### src/rtl/uart_tx_frame_if.sv
// ---------------------------------------------------------------------------
// uart_tx_frame_if
// Handshake and serial-line bundle for the UART transmit framer.
//
// Signals:
//   P_DATA     parallel byte offered by the upstream logic
//   Data_Valid request strobe (level; honoured only while the framer is idle)
//   PAR_EN     parity enable, captured with the byte
//   PAR_TYP    parity type (0 = even, 1 = odd), captured with the byte
//   TX_OUT     serial line, idles high
//   busy       high while a frame is in flight
//
// Modports:
//   master  upstream side (drives request, observes line/busy)
//   slave   framer side
// ---------------------------------------------------------------------------
interface uart_tx_frame_if #(
    parameter int DATA_WIDTH = 8
);
    logic [DATA_WIDTH-1:0] P_DATA;
    logic                  Data_Valid;
    logic                  PAR_EN;
    logic                  PAR_TYP;
    logic                  TX_OUT;
    logic                  busy;

    modport master (
        output P_DATA, Data_Valid, PAR_EN, PAR_TYP,
        input  TX_OUT, busy
    );

    modport slave (
        input  P_DATA, Data_Valid, PAR_EN, PAR_TYP,
        output TX_OUT, busy
    );
endinterface

### src/rtl/uart_tx_frame.sv
// ---------------------------------------------------------------------------
// uart_tx_frame
// UART transmit framer: start bit, DATA_WIDTH data bits LSB first, optional
// parity bit, stop bit. One serial bit per rising clk edge.
//
// Ports:
//   clk    TX bit clock
//   rst    asynchronous reset, active-low
//   tx_if  uart_tx_frame_if.slave (P_DATA, Data_Valid, PAR_EN, PAR_TYP in;
//          TX_OUT, busy out)
//
// Parameters:
//   DATA_WIDTH  data bits per frame, 5..9
//
// Build option:
//   UART_TX_PARITY_EN  when defined, builds the parity generator, the PARITY
//                      state and the captured PAR_EN/PAR_TYP. When undefined,
//                      PAR_EN/PAR_TYP are ignored and frames carry no parity.
//
// States:
//   state  | meaning
//   IDLE   | line high, waiting for Data_Valid
//   START  | start bit (0) on the line
//   DATA   | data bits on the line, LSB first
//   PARITY | parity bit on the line (parity builds only)
//   STOP   | stop bit (1) on the line, last busy cycle
// ---------------------------------------------------------------------------
module uart_tx_frame #(
    parameter int DATA_WIDTH = 8
) (
    input  logic              clk,
    input  logic              rst,
    uart_tx_frame_if.slave    tx_if
);

    localparam int CW = $clog2(DATA_WIDTH + 1);
    localparam logic [CW-1:0] CNT_LAST = CW'(DATA_WIDTH);

`ifdef UART_TX_PARITY_EN
    typedef enum logic [2:0] {
        IDLE   = 3'd0,
        START  = 3'd1,
        DATA   = 3'd2,
        PARITY = 3'd3,
        STOP   = 3'd4
    } state_t;
`else
    typedef enum logic [2:0] {
        IDLE   = 3'd0,
        START  = 3'd1,
        DATA   = 3'd2,
        STOP   = 3'd4
    } state_t;
`endif

    state_t                state_q, state_d;
    logic [DATA_WIDTH-1:0] shift_q, shift_d;
    logic [CW-1:0]         cnt_q,   cnt_d;
    logic                  tx_q,    tx_d;
    logic                  busy_q,  busy_d;

`ifdef UART_TX_PARITY_EN
    logic par_en_q,  par_en_d;
    logic par_bit_q, par_bit_d;
`else
    // Ports stay for pin compatibility but carry no meaning in this build.
    logic unused_par;
    assign unused_par = tx_if.PAR_EN ^ tx_if.PAR_TYP;
`endif

    always_ff @(posedge clk or negedge rst) begin
        if (!rst) begin
            state_q   <= IDLE;
            shift_q   <= '0;
            cnt_q     <= '0;
            tx_q      <= 1'b1;
            busy_q    <= 1'b0;
`ifdef UART_TX_PARITY_EN
            par_en_q  <= 1'b0;
            par_bit_q <= 1'b0;
`endif
        end else begin
            state_q   <= state_d;
            shift_q   <= shift_d;
            cnt_q     <= cnt_d;
            tx_q      <= tx_d;
            busy_q    <= busy_d;
`ifdef UART_TX_PARITY_EN
            par_en_q  <= par_en_d;
            par_bit_q <= par_bit_d;
`endif
        end
    end

    always_comb begin
        state_d   = state_q;
        shift_d   = shift_q;
        cnt_d     = cnt_q;
        tx_d      = tx_q;
        busy_d    = busy_q;
`ifdef UART_TX_PARITY_EN
        par_en_d  = par_en_q;
        par_bit_d = par_bit_q;
`endif

        case (state_q)
            IDLE: begin
                tx_d   = 1'b1;
                busy_d = 1'b0;
                if (tx_if.Data_Valid) begin
                    shift_d   = tx_if.P_DATA;
                    cnt_d     = '0;
`ifdef UART_TX_PARITY_EN
                    par_en_d  = tx_if.PAR_EN;
                    // Odd parity is the even parity bit inverted.
                    par_bit_d = (^tx_if.P_DATA) ^ tx_if.PAR_TYP;
`endif
                    state_d   = START;
                    tx_d      = 1'b0;
                    busy_d    = 1'b1;
                end
            end

            START: begin
                // Bit 0 goes out next; the register shifts so bit 0 is
                // always the next bit to drive.
                tx_d    = shift_q[0];
                shift_d = shift_q >> 1;
                cnt_d   = CW'(1);
                state_d = DATA;
            end

            DATA: begin
                if (cnt_q < CNT_LAST) begin
                    tx_d    = shift_q[0];
                    shift_d = shift_q >> 1;
                    cnt_d   = cnt_q + CW'(1);
`ifdef UART_TX_PARITY_EN
                end else if (par_en_q) begin
                    tx_d    = par_bit_q;
                    state_d = PARITY;
`endif
                end else begin
                    tx_d    = 1'b1;
                    state_d = STOP;
                end
            end

`ifdef UART_TX_PARITY_EN
            PARITY: begin
                tx_d    = 1'b1;
                state_d = STOP;
            end
`endif

            STOP: begin
                tx_d    = 1'b1;
                busy_d  = 1'b0;
                state_d = IDLE;
            end

            default: begin
                tx_d    = 1'b1;
                busy_d  = 1'b0;
                state_d = IDLE;
            end
        endcase
    end

    assign tx_if.TX_OUT = tx_q;
    assign tx_if.busy   = busy_q;

endmodule

### src/flat_wrapper.sv
// flat-port wrapper written by rule: the top's interface ports become plain ports
module uart_tx_frame_flat 
#(
    parameter int DATA_WIDTH = 8
)
  (clk, rst, tx_if_P_DATA, tx_if_Data_Valid, tx_if_PAR_EN, tx_if_PAR_TYP, tx_if_TX_OUT, tx_if_busy);
  uart_tx_frame_if #(.DATA_WIDTH(DATA_WIDTH)) tx_if_i ();
  input  logic clk;
  input  logic rst;
  input wire logic [$bits(tx_if_i.P_DATA)-1:0] tx_if_P_DATA;
  input wire logic [$bits(tx_if_i.Data_Valid)-1:0] tx_if_Data_Valid;
  input wire logic [$bits(tx_if_i.PAR_EN)-1:0] tx_if_PAR_EN;
  input wire logic [$bits(tx_if_i.PAR_TYP)-1:0] tx_if_PAR_TYP;
  output wire logic [$bits(tx_if_i.TX_OUT)-1:0] tx_if_TX_OUT;
  output wire logic [$bits(tx_if_i.busy)-1:0] tx_if_busy;
  assign tx_if_i.P_DATA = tx_if_P_DATA;
  assign tx_if_i.Data_Valid = tx_if_Data_Valid;
  assign tx_if_i.PAR_EN = tx_if_PAR_EN;
  assign tx_if_i.PAR_TYP = tx_if_PAR_TYP;
  assign tx_if_TX_OUT = tx_if_i.TX_OUT;
  assign tx_if_busy = tx_if_i.busy;
  uart_tx_frame #(.DATA_WIDTH(DATA_WIDTH)) u_core (.clk(clk), .rst(rst), .tx_if(tx_if_i));
endmodule
### config.mk
export PLATFORM = sky130hd
export DESIGN_NAME = uart_tx_frame_flat
export DESIGN_NICKNAME = d
export VERILOG_FILES = /design/src/rtl/uart_tx_frame_if.sv /design/src/rtl/uart_tx_frame.sv /design/src/flat_wrapper.sv
export SDC_FILE = /design/constraint.sdc
export NUM_CORES = 1
export LEC_CHECK = 0
export ABC_AREA = 1
export BUFFER_PORTS_ARGS = -buffer_cell sky130_fd_sc_hd__buf_2
export CAP_MARGIN = 30
export CORE_UTILIZATION = 48
export DETAILED_ROUTE_END_ITERATION = 8
export PLACE_DENSITY_LB_ADDON = 0.25
export SYNTH_ARGS = -nofsm -noshare
export SYNTH_HDL_FRONTEND = slang
export SYNTH_SLANG_ARGS = --single-unit
### constraint.sdc
create_clock -name clk -period 1.07 [get_ports clk]
set_input_delay 0 -clock clk [delete_from_list [all_inputs] [get_ports clk]]
set_output_delay 0 -clock clk [all_outputs]
set_load 0.05 [all_outputs]
==> results.ini <==
[final_layout]
fin_util_pct=72.2
nNetsFinal=165
syn2layout_area_growth_pct=40.3
nFillCells=136
antenna_cells=0
final_layout_size_suffix_gt1_share_pct=45.3

[cts]
cts_buffers=3
cts_sinks=17
htree_levels=1
cts_buffer_depth=2
cts_tree=yes
clockRootBuffer=clkbuf_4
clk_pin_slew_ns=0.10
clkLatencyLatePin_ns=0.28

[power_and_ir_drop]
leakagePower_nw=0.683
ir_drop_mv=1.71
seqPwrFrac_pct=29.6
p_int_mw=2.10
switchingPower_mw=1.61
p_per_area_nw_per_um2=2950
power.share.clock_pct=9.2
pwr-share-comb_pct=61.2
power.share.switching_pct=43.5

[timing]
period_share_pct=121
fin_crit_ns=1.30
rsz0062_at_grt=true
worst_slack_ns=-0.229
report.final.slew_viol_count=0
final-hold-violation-count=0
slew_headroom_pct=75.7
fmaxAchievable_mhz=770
tightest_slew_ns=0.365
finClkSkew_ns=0.00271
finalSetupViolations=15

[synthesis]
syn-num-nets=127
synth_top_cells_by_area=dfrtp_1, nand2_1, nand3_1, nand2_2, dfstp_2
post-synth-top-area-cell=dfrtp_1
netlist_area_um2=898
ys_seq_area_share_pct=47.5
synth_cell_types=20
synth_cells=113
synth_top_area_share_pct=44.6
post_synth.cell_area_avg_um2=7.95
synth-seq-cells=17
yosys_warnings=0

[grt]
grt.total_usage_pct=23.0
grt_pass1_vias=825
antenna_found_initial=0
grt.overflow.total=0
grt_start_max_net_pins=18
grt_pass1_wl_um=3350

[worst_setup_path]
crit_arrival_ns=1.48
crit_path_start_kind=register
path_max_fanout=6
crit_required_ns=1.25
cpPeakStageDelay_ns=0.46
crit_chain=nor2_4 > nand3_2 > nand2_2 > nand2_4 > buf_12 > nand2_2 > nand2_2
crit_top_cell=nand2_2
cp_slowest_cell=dfrtp_2
end_kind=register
worst-setup-path-type=reg2reg

[placement]
pre_cts_ws_ns=-0.212
routabilityCongestion=0.836
hpwl_um=1510
port_buffers=12

[floorplan]
die_h_um=45.3
die_width_um=45.3
die-area_um2=2050
row_count=15
initial_utilization_pct=51.5
fp.coreArea_um2=1750
num_io_pins=15

[drt]
avgRoutedWirePerCell_um=11.7
vias=853
via_per_inst=4.87
dr.pass1.iters=5
routed_wl_um=2040
drc=0
antenna_left=0
initialDrtViolationCount=22

[run_status]
status=finished with violations
violations=negative setup slack

[hold_path]
hp-class=in2reg

[job]
drv_cap=0

routing by layer:
metal / global-route usage, % / routed length [um]
met1: 26.7 / 859
met2: 40.6 / 1080
met3: 5.20 / 68
met4: 9.70 / 34
met5: 0 / 0
layout make-up:
type | count | area (um^2) | share of cell area (%)
clock buffers | 4 | 26.3 | 2.09
well taps | 25 | 31.3 | 2.48
multi-input cells | 85 | 458 | 36.3
repair buffers | 36 | 283 | 22.4
flip-flops and latches | 17 | 429 | 34.1
inverters | 8 | 32.5 | 2.58
path summary, 6_finish.rpt:
| kind | from | endpoint | slack, ns | depth (start not counted) |
|---|---|---|---|---|
| worst max-delay path | u_core.state_q[2] | u_core.cnt_q[0] | -0.23 | 7 |
| worst min-delay path | tx_if_P_DATA[0] | u_core.shift_q[0] | 0.03 | 5 |
| worst max register to register | u_core.state_q[2] | u_core.cnt_q[0] | -0.23 | 7 |
| worst min register to register | u_core.shift_q[0] | u_core.shift_q[0] | 0.50 | 2 |
| max in group asynchronous | rst | u_core.tx_if.TX_OUT | 0.61 | 2 |
| min in group asynchronous | rst | u_core.cnt_q[1] | 0.16 | 2 |
cell usage after synthesis, drive strengths merged:
master   n
dfstp    1
dfrtp   16
nand2   57
inv      8
a21oi    1
nand3   14
o21ai    5
buf      3
or2      1
ha       1
nor2     4
nand4    2
sequential cells by signal (all words and copies together), names as in the netlist:
signal,cells
u_core.cnt_q,4
u_core.tx_if.busy,1
u_core.state_q,3
u_core.tx_if.TX_OUT,1
u_core.shift_q,8
stage by stage:
stage	area (um^2)	setup TNS (ns)	hold WS (ns)	power, mW	std cells
4_1_cts	1230	-2.25	0.0289	3.63	174
3_5_place_dp	1100	-2.52	-0.0624	3.05	163
6_report	1260	-2.75	0.0327	3.72	175
2_1_floorplan	906	-0.950	-0.296	2.34	113
5_1_grt	1260	-4.06	0.0579	4.01	175
3_3_place_gp	1100	-1.84	-0.0633	2.96	163
critical path, delay by kind of cell, from the launching register on:
| family | cells | cell delay, ns |
|---|---|---|
| DFF | 1 | 0.46 |
| and+or+nand+nor | 6 | 0.59 |
| buffers and inverters | 1 | 0.15 |
repair_timing:
item / 4_1_cts / 5_1_grt
pin swaps: 2 / 2
gates resized for setup: 16 / 8
endpoints found under the setup margin: 16 / 16
setup buffers: 4 / 1
gates cloned: 0 / 0
endpoints found under the hold margin: 19 / 0
hold buffers: 3 / 0
power by group through the flow:
stage | logic [mW] | clock network [mW] | registers (mW)
floorplan | 1.14 | 0 | 1.20
global placement | 1.87 | 0 | 1.09
detailed placement | 1.94 | 0 | 1.11
global route | 2.51 | 0.366 | 1.13
finish | 2.27 | 0.341 | 1.10
CTS | 2.19 | 0.344 | 1.09
cell families (layout without fill, tap and decap cells):
logic type	count (synthesis)	count (layout)	synth area share (%)
AO/OA/AOI/OAI	6	6	4.18
flip-flops	17	17	47.5
adder cells (fa/ha/maj)	1	1	1.39
AND/OR/NAND/NOR	78	78	39.6
buffers and inverters	11	48	7.38
cell usage in the layout (no fill, tap or decap), types with 3 or more instances in the layout:
cell           count
nand2_1           38
clkbuf_4           3
inv_1              6
nand3_1           12
dlygate4sd3_1      3
nand2_4            3
dfrtp_1           14
buf_2             11
buf_4             18
nand2_2           16
Power figures use the tool's default switching activity.
